==> config.mk <==
export PLATFORM = sky130hd
export DESIGN_NAME = serial_add_arbiter_flat
export DESIGN_NICKNAME = d
export VERILOG_FILES = /design/src/rtl/serial_add_arbiter_if.sv /design/src/rtl/serial_add_arbiter.sv /design/src/flat_wrapper.sv
export SDC_FILE = /design/constraint.sdc
export NUM_CORES = 1
export LEC_CHECK = 0
export CAP_MARGIN = 25
export CORE_MARGIN = 2
export CORE_UTILIZATION = 40
export CTS_CLUSTER_SIZE = 24
export DETAILED_ROUTE_END_ITERATION = 7
export GPL_ROUTABILITY_DRIVEN = 0
export PLACE_DENSITY = 0.71
export SYNTH_ARGS = -nofsm -noshare
export SYNTH_HDL_FRONTEND = slang
export SYNTH_SLANG_ARGS = --single-unit
==> constraint.sdc <==
create_clock -name clk -period 12.44 [get_ports clk]
set_clock_uncertainty 0.05 [all_clocks]
set_input_delay 1.244 -clock clk [delete_from_list [all_inputs] [get_ports clk]]
set_output_delay 1.244 -clock clk [all_outputs]
set_load 0.005 [all_outputs]
==> src/rtl/serial_add_arbiter_if.sv <==
// serial_add_arbiter_if: request/grant/result bundle for serial_add_arbiter.
// The slave modport is the arbiter side; the master modport is the requester
// and result-consumer side. Define SERIAL_ADD_SUB_EN to add the per-requester
// op_sub (subtract) select.
interface serial_add_arbiter_if #(
    parameter int WIDTH = 32,
    parameter int NREQ  = 4
);
    localparam int IDW = $clog2(NREQ);

    logic [NREQ-1:0]       req;
    logic [NREQ*WIDTH-1:0] op_a;
    logic [NREQ*WIDTH-1:0] op_b;
`ifdef SERIAL_ADD_SUB_EN
    logic [NREQ-1:0]       op_sub;
`endif
    logic [NREQ-1:0]       gnt;
    logic                  busy;
    logic                  res_valid;
    logic                  res_ready;
    logic [WIDTH-1:0]      res_sum;
    logic                  res_cout;
    logic [IDW-1:0]        res_id;

`ifdef SERIAL_ADD_SUB_EN
    modport slave (
        input  req, op_a, op_b, op_sub, res_ready,
        output gnt, busy, res_valid, res_sum, res_cout, res_id
    );
    modport master (
        output req, op_a, op_b, op_sub, res_ready,
        input  gnt, busy, res_valid, res_sum, res_cout, res_id
    );
`else
    modport slave (
        input  req, op_a, op_b, res_ready,
        output gnt, busy, res_valid, res_sum, res_cout, res_id
    );
    modport master (
        output req, op_a, op_b, res_ready,
        input  gnt, busy, res_valid, res_sum, res_cout, res_id
    );
`endif
endinterface

==> src/rtl/serial_add_arbiter.sv <==
// serial_add_arbiter: round-robin arbiter sharing one bit-serial adder among
// NREQ requesters. Each grant loads the winner's operands, adds them LSB first
// over WIDTH clocks and presents sum, carry-out and owner ID on a valid/ready
// result port. After a result is accepted one idle bubble cycle precedes the
// next arbitration.
// Optional feature macro: SERIAL_ADD_SUB_EN -- per-requester op_sub selects
// A-B (B inverted on load, carry-in 1); res_cout=1 then means no borrow.
module serial_add_arbiter #(
    parameter int WIDTH = 32,
    parameter int NREQ  = 4
) (
    input logic                 clk,
    input logic                 rst,
    serial_add_arbiter_if.slave bus
);
    localparam int IDW  = $clog2(NREQ);
    localparam int CNTW = $clog2(WIDTH);

    typedef enum logic [1:0] {
        IDLE  = 2'd0,
        SHIFT = 2'd1,
        DONE  = 2'd2
    } state_t;

    state_t            state;
    state_t            state_next;

    logic [IDW-1:0]    ptr;        // requester with highest priority next
    logic [IDW-1:0]    win;        // combinational arbitration winner
    logic [IDW-1:0]    owner;      // requester owning the operation in flight
    int                best;       // rotated distance of current best candidate

    logic [WIDTH-1:0]  a_sel;
    logic [WIDTH-1:0]  b_sel;
    logic              sub_sel;

    logic [WIDTH-1:0]  a_sh;
    logic [WIDTH-1:0]  b_sh;
    logic [WIDTH-2:0]  sum_sh;     // sum bits assembled so far, newest at MSB
    logic [WIDTH-1:0]  sum_full;   // sum_sh with the current sum bit on top
    logic              carry;
    logic [CNTW-1:0]   cnt;
    logic [1:0]        fa;         // {carry_out, sum_bit} of the current bit
    logic              last_bit;

    // One-bit full adder: returns {carry, sum}.
    function automatic logic [1:0] full_add(input logic a, input logic b, input logic c);
        full_add = {(a & b) | (a & c) | (b & c), a ^ b ^ c};
    endfunction

    // Round-robin pointer advance, wrapping modulo NREQ.
    function automatic logic [IDW-1:0] next_ptr(input logic [IDW-1:0] cur);
        if (cur == IDW'(NREQ - 1)) begin
            next_ptr = '0;
        end else begin
            next_ptr = cur + IDW'(1);
        end
    endfunction

    assign fa       = full_add(a_sh[0], b_sh[0], carry);
    assign sum_full = {fa[0], sum_sh};
    assign last_bit = (cnt == CNTW'(WIDTH - 1));
    assign bus.busy = (state != IDLE);

    // Pick the asserted request closest to ptr going upward (with wrap).
    always_comb begin
        win  = '0;
        best = NREQ;
        for (int i = 0; i < NREQ; i++) begin
            if (bus.req[i] && (((i + NREQ - int'(ptr)) % NREQ) < best)) begin
                best = (i + NREQ - int'(ptr)) % NREQ;
                win  = IDW'(i);
            end
        end
    end

    // Route the winner's operands (and subtract select) to the load path.
    always_comb begin
        a_sel   = '0;
        b_sel   = '0;
        sub_sel = 1'b0;
        for (int i = 0; i < NREQ; i++) begin
            if (win == IDW'(i)) begin
                a_sel = bus.op_a[i*WIDTH +: WIDTH];
                b_sel = bus.op_b[i*WIDTH +: WIDTH];
`ifdef SERIAL_ADD_SUB_EN
                sub_sel = bus.op_sub[i];
`endif
            end
        end
    end

    // FSM state register.
    always_ff @(posedge clk) begin
        if (rst) begin
            state <= IDLE;
        end else begin
            state <= state_next;
        end
    end

    // FSM next state: arbitrate in IDLE, run WIDTH bits, wait for acceptance.
    always_comb begin
        state_next = state;
        case (state)
            IDLE:    if (|bus.req) state_next = SHIFT;
            SHIFT:   if (last_bit) state_next = DONE;
            DONE:    if (bus.res_ready) state_next = IDLE;
            default: state_next = IDLE;
        endcase
    end

    // Control and result registers: grant pulse, pointer, counter, carry, result.
    always_ff @(posedge clk) begin
        if (rst) begin
            ptr           <= '0;
            owner         <= '0;
            cnt           <= '0;
            carry         <= 1'b0;
            bus.gnt       <= '0;
            bus.res_valid <= 1'b0;
            bus.res_sum   <= '0;
            bus.res_cout  <= 1'b0;
            bus.res_id    <= '0;
        end else begin
            bus.gnt <= '0;
            case (state)
                IDLE: begin
                    if (|bus.req) begin
                        owner   <= win;
                        ptr     <= next_ptr(win);
                        cnt     <= '0;
                        carry   <= sub_sel;
                        bus.gnt <= {{(NREQ-1){1'b0}}, 1'b1} << win;
                    end
                end
                SHIFT: begin
                    carry <= fa[1];
                    cnt   <= cnt + CNTW'(1);
                    if (last_bit) begin
                        bus.res_valid <= 1'b1;
                        bus.res_sum   <= sum_full;
                        bus.res_cout  <= fa[1];
                        bus.res_id    <= owner;
                    end
                end
                DONE: begin
                    if (bus.res_ready) begin
                        bus.res_valid <= 1'b0;
                    end
                end
                default: ;
            endcase
        end
    end

    // Operand and partial-sum shift registers; contents are don't-care until loaded.
    always_ff @(posedge clk) begin
        if (state == IDLE) begin
            if (|bus.req) begin
                a_sh <= a_sel;
                b_sh <= sub_sel ? ~b_sel : b_sel;
            end
        end else if (state == SHIFT) begin
            a_sh   <= a_sh >> 1;
            b_sh   <= b_sh >> 1;
            sum_sh <= sum_full[WIDTH-1:1];
        end
    end
endmodule

==> src/flat_wrapper.sv <==
// flat-port wrapper written by rule: the top's interface ports become plain ports
module serial_add_arbiter_flat 
#(
    parameter int WIDTH = 32,
    parameter int NREQ  = 4
)
  (clk, rst, bus_req, bus_op_a, bus_op_b, bus_res_ready, bus_gnt, bus_busy, bus_res_valid, bus_res_sum, bus_res_cout, bus_res_id);
  serial_add_arbiter_if #(.WIDTH(WIDTH), .NREQ(NREQ)) bus_i ();
  input logic clk;
  input logic rst;
  input wire logic [$bits(bus_i.req)-1:0] bus_req;
  input wire logic [$bits(bus_i.op_a)-1:0] bus_op_a;
  input wire logic [$bits(bus_i.op_b)-1:0] bus_op_b;
  input wire logic [$bits(bus_i.res_ready)-1:0] bus_res_ready;
  output wire logic [$bits(bus_i.gnt)-1:0] bus_gnt;
  output wire logic [$bits(bus_i.busy)-1:0] bus_busy;
  output wire logic [$bits(bus_i.res_valid)-1:0] bus_res_valid;
  output wire logic [$bits(bus_i.res_sum)-1:0] bus_res_sum;
  output wire logic [$bits(bus_i.res_cout)-1:0] bus_res_cout;
  output wire logic [$bits(bus_i.res_id)-1:0] bus_res_id;
  assign bus_i.req = bus_req;
  assign bus_i.op_a = bus_op_a;
  assign bus_i.op_b = bus_op_b;
  assign bus_i.res_ready = bus_res_ready;
  assign bus_gnt = bus_i.gnt;
  assign bus_busy = bus_i.busy;
  assign bus_res_valid = bus_i.res_valid;
  assign bus_res_sum = bus_i.res_sum;
  assign bus_res_cout = bus_i.res_cout;
  assign bus_res_id = bus_i.res_id;
  serial_add_arbiter #(.WIDTH(WIDTH), .NREQ(NREQ)) u_core (.clk(clk), .rst(rst), .bus(bus_i));
endmodule
Word-level counts from Yosys, hierarchy flattened
Cells that the tools add are included.
Word-level totals
  register bits after elaboration: 147
  input bits: 263
  word-level logic and storage cells: 99
Cells by class
  add/subtract/negate cells: 6
  $lt $le $gt $ge: 4
  equal/unequal tests: 9
  shift-type cells: 1
  muxes and demuxes: 32
  bitwise operators: 13
  reductions and logical operators: 21
Operators by type and width (count)
  32-bit two-way mux: 17
  3-bit by 32-bit < comparator with 1-bit output: 3
  3-bit by 2-bit subtractor with 4-bit output (first input constant): 4
  2-bit two-way mux: 6
  5-bit case mux with 2 select lines: 1
  2-bit AND reduction: 4
  2-bit OR reduction: 4
  1-bit AND: 7
  2-bit equality test (second input constant): 3
  2-bit case mux with 3 select lines: 1
  3-bit AND reduction: 2
  2-bit nonzero test: 3
  5-bit by 1-bit adder with 5-bit output (second input constant): 1
  5-bit equality test (second input constant): 1
  5-bit two-way mux: 1
  2-bit by 1-bit equality test with 1-bit output (second input constant): 2
  1-bit logical AND: 4
  2-bit logical NOT: 2
  3-bit by 4-bit < comparator with 1-bit output (second input constant): 1
  1-bit two-way mux: 4
  2-bit != test (second input constant): 2
  1-bit case mux with 2 select lines: 2
  4-bit OR reduction: 1
  1-bit by 2-bit << shifter with 4-bit output (first input constant): 1
  other kinds (6): 9

Logic depth before layout (Yosys ltp)
Gate-level depths: netlist (run 1).
  depth after elaboration: 22
  mapped depth: 22
  depth with buffers taken out: 19

Worst setup path after synthesis (run 1)
Ideal clock, no wire load.
  kind: input port to flip-flop
  start: in bus_req[0]
  end: reg u_core.a_sh[14], data pin
  library setup time: 0.267 ns
  data arrival time: 4.627 ns
  data required time: 12.123 ns
  slack: 7.497 ns
  cell stages on the path: 20
  cells stage by stage: clkbuf_1 mux2i_1 a21o_1 inv_1 ha_1 o21a_1 o22ai_1 nand2_1 mux2i_1 ha_1 inv_1 a31oi_1 a2bb2oi_1 o21ai_0 ha_1 buf_2 buf_1 a221oi_1 o31a_1 o21ai_0
Between the ends
  word-level cells in the longest chain between the ends: 18
  elaborated cells on any way between the ends: 23
Ends and longest elaborated chain
  from (decl): RTL line flat_wrapper.sv:11  | input wire logic [$bits(bus_i.req)-1:0] bus_req;
  1-bit logical AND (*): RTL line serial_add_arbiter.sv:70  | if (bus.req[i] && (((i + NREQ - int'(ptr)) % NREQ) < best)) begin
  32-bit two-way mux (*): RTL line serial_add_arbiter.sv:70
  3-bit by 32-bit < comparator with 1-bit output: RTL line serial_add_arbiter.sv:70
  1-bit logical AND: RTL line serial_add_arbiter.sv:70
  32-bit two-way mux: RTL line serial_add_arbiter.sv:70
  3-bit by 32-bit < comparator with 1-bit output: RTL line serial_add_arbiter.sv:70
  1-bit logical AND: RTL line serial_add_arbiter.sv:70
  32-bit two-way mux: RTL line serial_add_arbiter.sv:70
  3-bit by 32-bit < comparator with 1-bit output: RTL line serial_add_arbiter.sv:70
  1-bit logical AND: RTL line serial_add_arbiter.sv:70
  2-bit two-way mux (*): RTL line serial_add_arbiter.sv:70
  net u_core.win[0]: RTL line serial_add_arbiter.sv:29  | logic [IDW-1:0] win;
  2-bit logical NOT: RTL line serial_add_arbiter.sv:83  | if (win == IDW'(i)) begin
  32-bit two-way mux (3 in series): RTL line serial_add_arbiter.sv:83
  32-bit two-way mux (*): RTL line serial_add_arbiter.sv:83
  32-bit two-way mux (*): RTL line serial_add_arbiter.sv:160  | if (|bus.req) begin
  32-bit two-way mux (*): RTL line serial_add_arbiter.sv:159  | if (state == IDLE) begin
  to (signal assigned): RTL line serial_add_arbiter.sv:161  | a_sh <= a_sel;
  to (signal assigned): RTL line serial_add_arbiter.sv:165  | a_sh <= a_sh >> 1;
  to (decl): RTL line serial_add_arbiter.sv:37  | logic [WIDTH-1:0] a_sh;
Mark *: on every way through the listed nets, which the timed path passes. The rest lies on a longest branch. The select of a mux whose other input is x is not followed.
A chain may end at the register's enable or synchronous reset.

Worst setup path in the final report (run 1)
  start: in bus_req[0]
  end: reg u_core.a_sh[0], data pin
Same word-level chain as after synthesis.

==> results of run 1 <==
[worst max-delay path by stage]
stage | startpoint | endpoint | slack, ns | cells past startpoint
global route | bus_req[0] | u_core.b_sh[13] | 5.77 | 21
detailed placement | bus_req[0] | u_core.a_sh[0] | 5.71 | 21
CTS | bus_req[0] | u_core.a_sh[0] | 6.15 | 21
floorplan | bus_req[0] | u_core.a_sh[14] | 7.50 | 20
finish | bus_req[0] | u_core.a_sh[0] | 6.16 | 21
global placement | bus_req[0] | u_core.b_sh[13] | 5.87 | 21
[metrics by stage]
stage | cells | area (um^2) | total power, mW | hold slack, ns
final | 1317 | 11300 | 2.46 | 0.392
after floorplan | 810 | 7610 | 1.64 | 0.376
after global placement | 1282 | 10700 | 1.95 | 0.381
after detailed placement | 1282 | 10700 | 1.98 | 0.381
after CTS | 1314 | 11300 | 2.49 | 0.393
after global routing | 1315 | 11300 | 2.65 | 0.402
[synth_stat cells (2+ instances only)]
master	instances	area [um^2]
o21a_1	4	30.0
nand2_1	196	736
inv_1	16	60.1
a211oi_1	5	37.5
nand2b_1	4	25.0
clkbuf_1	49	184
nor3_1	5	25.0
a221oi_1	63	552
o31a_1	62	543
o21ai_0	69	345
o22ai_1	2	12.5
nor4_1	2	12.5
buf_2	21	105
nor2_1	16	60.1
edfxtp_1	95	2850
a211o_1	2	17.5
nor2b_1	63	394
and2_1	2	12.5
mux2i_1	2	20.0
a21o_1	2	15.0
dfxtp_1	52	1040
ha_1	8	100
a22oi_1	2	15.0
a21oi_1	45	225
[registers in the layout (all words and copies together), names as in the netlist, 2 cells and up]
name,count
u_core.a_sh,32
u_core.ptr,2
u_core.cnt,5
u_core.bus.res_id,2
u_core.sum_sh,31
u_core.bus.gnt,4
u_core.bus.res_sum,32
u_core.state,2
u_core.b_sh,32
u_core.owner,2
[routing by layer]
metal / part of all wire [%] / global-route usage [%] / up-vias / wire length (um)
met2: 50 / 38.7 / 222 / 11500
met3: 6.3 / 6.21 / 37 / 1430
met5: 0 / 0 / - / 0
met1: 41 / 27.6 / 3295 / 9360
li1: - / - / 3473 / -
met4: 2.4 / 8.53 / 0 / 554
[power by group through the flow]
stage	Combinational, mW	Clock [mW]	Sequential (mW)
final	1.22	0.498	0.742
after global routing	1.37	0.527	0.754
after CTS	1.24	0.507	0.743
after detailed placement	1.23	0	0.750
after global placement	1.21	0	0.746
after floorplan	0.904	0	0.736
[cell type report]
class | count | area (um^2) | share of cell area, %
diodes | 2 | 5.00 | 0.0442
clock buffers | 20 | 479 | 4.23
clock inverters | 12 | 106 | 0.938
inverters | 17 | 63.8 | 0.563
multi-input cells | 574 | 3380 | 29.9
flip-flops and latches | 147 | 3890 | 34.4
well taps | 234 | 293 | 2.58
repair buffers | 311 | 3110 | 27.4
[logic make-up after synthesis]
kind of cell,Yosys count
AOI/OAI and AO/OA,262
xor gates and xnor gates,1
adders and majority gates,9
buffers and inverters,89
DFF,147
muxes,2
and+or+nand+nor,300
[worst max-delay path, stage by stage]
cell	delay, ns
clkdlybuf4s50_1	0.67
mux2i_1	0.23
a21o_1	0.14
inv_1	0.04
ha_1	0.22
o21a_1	0.18
o22ai_1	0.12
nand2_1	0.19
mux2i_1	0.17
ha_1	0.28
inv_1	0.03
a31oi_1	0.22
a2bb2oi_1	0.36
o21ai_0	0.25
ha_2	0.24
buf_4	0.32
nor2b_4	0.18
buf_4	0.55
a221oi_1	0.19
o31a_1	0.32
o21ai_0	0.22
==> impl_metrics.env, run 1 <==
export IMPL_outcome="finished clean"
export IMPL_synth_compound_area_share_pct=24.2
export IMPL_final_cell_mix="302 x clkdlybuf4s50_1, 196 x nand2_1, 95 x edfxtp_1, 69 x o21ai_0, 63 x a221oi_1"
export IMPL_die_height_um=142
export IMPL_r2r_end="u_core.a_sh[0]"
export IMPL_syn_area_um2=7610
export IMPL_yosysSeqAreaShare_pct=51.2
export IMPL_grt_antenna_before_repair=1
export IMPL_place_ws_ns=5.71
export IMPL_reg2reg_setup_slack_ns=7.16
export IMPL_synthXorXnorAreaFrac_pct=0.115
export IMPL_required_ns=12.62
export IMPL_period_needed_ns=6.28
export IMPL_final_common_cell="clkdlybuf4s50_1"
export IMPL_p_comb_share_pct=49.7
export IMPL_ctsResizeCount=0
export IMPL_fin_ws_ns=6.16
export IMPL_fill_cells=1581
export IMPL_worstMarginPinSlew_ns=0.980
export IMPL_worstPathArrival_ns=6.46
export IMPL_finalHoldViolCount=0
export IMPL_synthMuxAreaShare_pct=0.263
export IMPL_core_um2=18700
export IMPL_cp_start_kind="input port"
export IMPL_insertion_delay_ns=0.42
export IMPL_syn_avg_cell_area_um2=9.39
export IMPL_p_leak_nw=3.93
export IMPL_cts_root_buf="clkbuf_16"
export IMPL_utilization_pct=60.6
export IMPL_p_seq_share_pct=30.1
export IMPL_routed_via_density=5.34
export IMPL_clk_pin_slew_ns=0.06
export IMPL_htreeDepth=4
export IMPL_ant_nets=0
export IMPL_relSlewSlack_pct=34.7
export IMPL_nets=1340
export IMPL_cts_buffers=17
export IMPL_setup_tns_ns=0
export IMPL_synth_simple_area_share_pct=17.8
export IMPL_yosysWarnings=0
export IMPL_grt_total_usage_pct=22.7
export IMPL_dr_pass1_iters=4
export IMPL_hold_end="u_core.sum_sh[1]"
export IMPL_maxCapViolations=0
export IMPL_grt_pass1_vias=6904
export IMPL_power_internal_mw=1.56
export IMPL_drc=0
export IMPL_io_pins=304
export IMPL_synth_seq_cells=147
export IMPL_min_path_type="flop to flop"
export IMPL_grt_pass1_wl_mm=35.7
export IMPL_end_kind="flop"
export IMPL_synth_fa_ha_area_share_pct=1.58
export IMPL_clock_sinks=147
export IMPL_dieArea_um2=20100
export IMPL_place_hpwl_mm=16.2
export IMPL_vias=7027
export IMPL_die_w_um=142
export IMPL_power_switching_mw=0.902
export IMPL_wl_mm=22.8
export IMPL_worstReg2RegStart="u_core.ptr[0]"
export IMPL_wl_per_cell_um=17.3
export IMPL_whs_path_depth=0
export IMPL_cts_tree="done"
export IMPL_clockBufferDepth=2
export IMPL_cts_setup_buffers=0
export IMPL_synthFlopType="edfxtp_1"
export IMPL_drt_initial_drc_count=433
export IMPL_worstSetupPathType="input port to flop"
export IMPL_rows=50
export IMPL_synth_edff_count=95
export IMPL_syn_num_nets=1082
export IMPL_syn2layout_area_growth_pct=49.0
export IMPL_grt_max_degree=130
export IMPL_start_util_pct=40.7
export IMPL_crit_fanout=66
export IMPL_async_flop_share_pct=0
export IMPL_ys_types=47
export IMPL_clkPwrFrac_pct=20.2
export IMPL_powerDensity_nw_per_um2=217
export IMPL_fmax_ghz=0.159
export IMPL_r2r_cells=21
export IMPL_io_buffers=303
export IMPL_rsz0062_at_grt="no"
export IMPL_period_share_pct=50.5
export IMPL_synth_top_family_by_area="compound AO/OA/AOI/OAI gates"
export IMPL_vdd_drop_max_uv=132
export IMPL_switching_share_pct=36.6
export IMPL_setup_violations=0
export IMPL_drv_slew=0
export IMPL_grt_overflow=0
export IMPL_min_delay_start="u_core.sum_sh[2]"
export IMPL_drive_gt1_share_pct=4.81
export IMPL_holdBufCountCts=0
export IMPL_postSynthCellCount=810
Note: power is estimated with default switching activity, not from simulation.
==> run 2: changes to the inputs <==
Clock period 12.44 ns to 6.3 ns, I/O delays scaled along.
==> impl_metrics.env, run 2 (same netlist as run 1, synthesis figures left out) <==
export IMPL_grt_total_usage_pct=22.7
export IMPL_grt_pass1_wl_mm=35.8
export IMPL_die_height_um=142
export IMPL_worstMarginPinSlew_ns=0.960
export IMPL_whs_path_depth=0
export IMPL_cts_setup_buffers=0
export IMPL_holdBufCountCts=0
export IMPL_powerDensity_nw_per_um2=436
export IMPL_ant_nets=0
export IMPL_final_common_cell="clkdlybuf4s50_1"
export IMPL_finalPower_mw=4.97
export IMPL_wl_per_cell_um=17.3
export IMPL_rows=50
export IMPL_path_cells="clkdlybuf4s50_1, mux2i_1, a21o_1, inv_1, ha_1, o21a_1, o22ai_1, nand2_1, mux2i_1, ha_1, inv_1, a31oi_1, a2bb2oi_1, o21ai_0, ha_2, nor2b_4, buf_12, a221oi_1, o31a_1, o21ai_0"
export IMPL_htreeDepth=4
export IMPL_min_delay_start="u_core.sum_sh[11]"
export IMPL_die_w_um=142
export IMPL_crit_family="compound AO/OA/AOI/OAI gates"
export IMPL_cp_start_kind="input port"
export IMPL_finalHoldViolCount=0
export IMPL_grt_overflow=0
export IMPL_start_util_pct=40.7
export IMPL_grtUsageMet2_pct=37.9
export IMPL_core_um2=18700
export IMPL_dieArea_um2=20100
export IMPL_drive_gt1_share_pct=5.16
export IMPL_period_share_pct=85.6
export IMPL_final_cell_mix="302 x clkdlybuf4s50_1, 196 x nand2_1, 95 x edfxtp_1, 69 x o21ai_0, 63 x a221oi_1"
export IMPL_cts_root_buf="clkbuf_16"
export IMPL_startpoint="bus_req[0]"
export IMPL_wl_mm=22.8
export IMPL_fmax_ghz=0.185
export IMPL_crit_fanout=55
export IMPL_max_stage_delay_ns=0.70
export IMPL_vias=7010
export IMPL_largestRegisters="u_core.a_sh: 32 flops, u_core.b_sh: 32 flops, u_core.bus.res_sum: 32 flops"
export IMPL_r2r_end="u_core.a_sh[0]"
export IMPL_p_leak_nw=3.96
export IMPL_ctsResizeCount=0
export IMPL_use_met1_pct=28.6
export IMPL_setup_violations=0
export IMPL_cts_buffers=17
export IMPL_reg2reg_setup_slack_ns=1.33
export IMPL_critPathBufInv=4
export IMPL_worstReg2RegStart="u_core.ptr[0]"
export IMPL_rsz0062_at_grt="no"
export IMPL_drc=0
export IMPL_drv_slew=0
export IMPL_drt_initial_drc_count=402
export IMPL_outcome="finished clean"
export IMPL_maxCapViolations=0
export IMPL_nets=1344
export IMPL_clockBufferDepth=2
export IMPL_grt_max_degree=128
export IMPL_io_buffers=303
export IMPL_vdd_drop_max_uv=262
export IMPL_syn2layout_area_growth_pct=49.8
export IMPL_worstSetupPathType="input port to flop"
export IMPL_setup_tns_ns=0
export IMPL_cp_depth=20
export IMPL_r2r_cells=20
export IMPL_insertion_delay_ns=0.41
export IMPL_grt_antenna_before_repair=4
export IMPL_routed_via_density=5.30
export IMPL_finalHoldWorstSlack_ns=0.400
export IMPL_slowest_stage="clkdlybuf4s50_1"
export IMPL_period_needed_ns=5.39
export IMPL_grt_pass1_vias=6898
export IMPL_min_path_type="flop to flop"
export IMPL_use_met3_pct=6.01
export IMPL_crit_end="u_core.a_sh[0]"
export IMPL_clk_pin_slew_ns=0.06
export IMPL_dr_pass1_iters=4
export IMPL_place_hpwl_mm=16.4
export IMPL_clock_sinks=147
export IMPL_grt_most_used_layer="met2"
export IMPL_worstPathArrival_ns=5.50
export IMPL_end_kind="flop"
export IMPL_cts_tree="done"
export IMPL_relSlewSlack_pct=36.0
export IMPL_io_pins=304
export IMPL_required_ns=6.40
[run 2: cell count changes in the layout (fill, tap and decap cells not counted)]
cell and change:
buf_4 +1, diode_2 +2, clkinv_2 +1, buf_12 +3, clkbuf_16 -2, inv_6 -2, clkinv_4 +2, bufinv_16 +1
inv_8 +1, clkinvlp_4 -1
[run 2: cell type report]
| type | count | area, um^2 |
|---|---|---|
| Fill cell | 1602 | 7310 |
| Clock inverter | 14 | 145 |
| Antenna cell | 4 | 10.0 |
| Tap cell | 234 | 293 |
| Timing Repair Buffer | 315 | 3180 |
| Multi-Input combinational cell | 574 | 3380 |
| Sequential cell | 147 | 3890 |
| Clock buffer | 18 | 429 |
| Inverter | 17 | 63.8 |
[run 2: where the power goes]
group / total, mW / switching [mW] / internal [mW] / leakage [nW]
registers: 1.46 / 0.0764 / 1.38 / 1.43
logic: 2.52 / 1.32 / 1.20 / 2.24
clock network: 0.985 / 0.427 / 0.558 / 0.286
total: 4.97 / 1.83 / 3.14 / 3.96
[run 2: worst register-to-register path: stages (launching register included)]
cell and delay [ns]:
dfxtp_1 0.47, nand2b_1 0.11, nor3b_1 0.19, a21o_1 0.13, inv_1 0.04, ha_1 0.22, o21a_1 0.18, o22ai_1 0.12
nand2_1 0.19, mux2i_1 0.16, ha_1 0.28, inv_1 0.03, a31oi_1 0.23, a2bb2oi_1 0.36, o21ai_0 0.26, ha_2 0.28
nor2b_4 0.26, buf_12 0.28, a221oi_1 0.21, o31a_1 0.28, o21ai_0 0.40
[run 2: worst min-delay path by stage]
| stage | to | slack [ns] |
|---|---|---|
| 6_report | u_core.sum_sh[10] | 0.40 |
| 2_1_floorplan | u_core.sum_sh[0] | 0.38 |
| 5_1_grt | u_core.sum_sh[1] | 0.41 |
| 4_1_cts | u_core.sum_sh[1] | 0.40 |
| 3_5_place_dp | u_core.sum_sh[6] | 0.38 |
| 3_3_place_gp | u_core.sum_sh[29] | 0.38 |
[run 2: per-layer routing]
| layer | share of wire, % | wire length, um | vias to the layer above |
|---|---|---|---|
| met3 | 6.0 | 1360 | 29 |
| met4 | 2.1 | 475 | 2 |
| met2 | 49 | 11200 | 228 |
| li1 | - | - | 3489 |
| met1 | 43 | 9760 | 3262 |
| met5 | 0.048 | 11 | - |
[run 2: metrics by stage]
step / cell area, um^2 / std cells / util [%] / setup WS, ns
final: 11400 / 1323 / 60.9 / 0.909
after global routing: 11400 / 1321 / 60.9 / 0.584
after CTS: 11400 / 1318 / 60.7 / 0.996
after detailed placement: 10800 / 1286 / 57.6 / 0.563
after global placement: 10800 / 1286 / 57.6 / 0.656
after floorplan: 7610 / 810 / - / 1.97
==> run 3: changes to the inputs <==
Settings changed: PLACE_DENSITY 0.71 to 0.81.
==> impl_metrics.env, run 3 (same netlist as run 1, synthesis figures left out) <==
export IMPL_dpl_cell_area_um2=10800
export IMPL_relSlewSlack_pct=35.5
export IMPL_wl_per_cell_um=17.4
export IMPL_diodes=0
export IMPL_io_buffers=303
export IMPL_required_ns=6.46
export IMPL_drv_slew=0
export IMPL_dr_pass1_iters=5
export IMPL_io_pins=304
export IMPL_htreeDepth=4
export IMPL_grt_overflow=0
export IMPL_grt_pass1_wl_mm=35.2
export IMPL_utilization_pct=60.7
export IMPL_fin_ws_ns=1.06
export IMPL_drive_gt1_share_pct=4.88
export IMPL_powerDensity_nw_per_um2=430
export IMPL_stdcell_area_um2=11400
export IMPL_cts_root_buf="clkbuf_16"
export IMPL_ant_nets=0
export IMPL_finalPower_mw=4.89
export IMPL_cts_setup_buffers=0
export IMPL_period_share_pct=83.2
export IMPL_clockBufferDepth=2
export IMPL_insertion_delay_ns=0.41
export IMPL_ctsResizeCount=0
export IMPL_min_path_type="flop to flop"
export IMPL_grt_max_degree=121
export IMPL_dieArea_um2=20100
export IMPL_final_common_cell="clkdlybuf4s50_1"
export IMPL_cts_tree="done"
export IMPL_worstPathArrival_ns=5.40
export IMPL_rsz0062_at_grt="no"
export IMPL_setup_violations=0
export IMPL_grt_pass1_vias=6837
export IMPL_placedCellCount=1286
export IMPL_fin_cells=1319
export IMPL_finalHoldWorstSlack_ns=0.389
export IMPL_maxCapViolations=0
export IMPL_setup_tns_ns=0
export IMPL_place_ws_ns=0.599
export IMPL_largestRegisters="u_core.a_sh: 32 flops, u_core.b_sh: 32 flops, u_core.bus.res_sum: 32 flops"
export IMPL_vias=7073
export IMPL_routed_via_density=5.36
export IMPL_path_cells="clkdlybuf4s50_1, mux2i_1, a21o_1, inv_1, ha_1, o21a_1, o22ai_1, nand2_1, mux2i_1, ha_1, inv_1, a31oi_1, a2bb2oi_1, o21ai_0, ha_2, nor2b_4, buf_12, a221oi_1, o31a_1, o21ai_0"
export IMPL_cp_start_kind="input port"
export IMPL_worstMarginPinSlew_ns=0.968
export IMPL_grt_antenna_before_repair=1
export IMPL_core_um2=18700
export IMPL_crit_fanout=63
export IMPL_holdBufCountCts=0
export IMPL_end_kind="flop"
export IMPL_worstSetupPathType="input port to flop"
export IMPL_fmax_ghz=0.191
export IMPL_wl_mm=23.0
export IMPL_clock_sinks=147
export IMPL_cts_buffers=17
export IMPL_outcome="finished clean"
export IMPL_rows=50
export IMPL_critPathBufInv=4
export IMPL_die_height_um=142
export IMPL_vdd_drop_max_uv=249
export IMPL_grt_total_usage_pct=22.5
export IMPL_max_stage_delay_ns=0.67
export IMPL_die_w_um=142
export IMPL_period_needed_ns=5.24
export IMPL_nets=1344
export IMPL_start_util_pct=40.7
export IMPL_final_cell_mix="302 x clkdlybuf4s50_1, 196 x nand2_1, 95 x edfxtp_1, 69 x o21ai_0, 63 x a221oi_1"
export IMPL_place_hpwl_mm=16.8
export IMPL_syn2layout_area_growth_pct=49.4
export IMPL_drc=0
export IMPL_drt_initial_drc_count=546
export IMPL_p_leak_nw=3.95
export IMPL_clk_pin_slew_ns=0.06
export IMPL_crit_family="compound AO/OA/AOI/OAI gates"
export IMPL_slowest_stage="clkdlybuf4s50_1"
export IMPL_finalHoldViolCount=0
## run 3: cell types whose count changed in the layout (fill, tap and decap cells not counted)
cell       delta
bufinv_16     -1
inv_8         -2
clkbuf_16     +1
clkinv_1      +3
diode_2       -4
clkinv_2      -1
## run 3: where the power goes
group / switching (mW) / total (mW) / internal [mW]
clock: 0.404 / 0.937 / 0.532
combinational: 1.28 / 2.48 / 1.20
sequential: 0.0820 / 1.47 / 1.39
total: 1.77 / 4.89 / 3.12
## run 3: path summary, 6_finish.rpt
kind | startpoint | cells after the start | slack, ns | to
worst max-delay path | bus_req[0] | 20 | 1.06 | u_core.a_sh[0]
worst min-delay path | u_core.sum_sh[2] | 0 | 0.39 | u_core.sum_sh[1]
worst max register to register | u_core.ptr[0] | 20 | 1.43 | u_core.a_sh[0]
worst min register to register | u_core.sum_sh[2] | 0 | 0.39 | u_core.sum_sh[1]
## run 3: worst register-to-register path: stages, from the launching register on
cell and delay, ns:
dfxtp_1 0.45, nand2b_1 0.11, nor3b_1 0.20, a21o_1 0.13, inv_1 0.04, ha_1 0.22, o21a_1 0.19, o22ai_1 0.13
nand2_1 0.17, mux2i_1 0.16, ha_1 0.28, inv_1 0.03, a31oi_1 0.26, a2bb2oi_1 0.38, o21ai_0 0.25, ha_2 0.39
nor2b_4 0.17, buf_12 0.26, a221oi_1 0.19, o31a_1 0.31, o21ai_0 0.29
## run 3: final cells by class
cell class                      count  area, um^2
Clock buffer                       19         454
Clock inverter                     13        98.8
Fill cell                        1550        7340
Inverter                           17        63.8
Multi-Input combinational cell    574        3380
Sequential cell                   147        3890
Tap cell                          234         293
Timing Repair Buffer              315        3180
## run 3: routing by layer
layer | GRT usage (%) | share of wire [%] | up-vias
li1 | - | - | 3487
met1 | 27.1 | 40 | 3299
met2 | 40.4 | 52 | 259
met3 | 4.79 | 5.2 | 28
met4 | 6.89 | 1.8 | 0
met5 | 0 | 0 | -
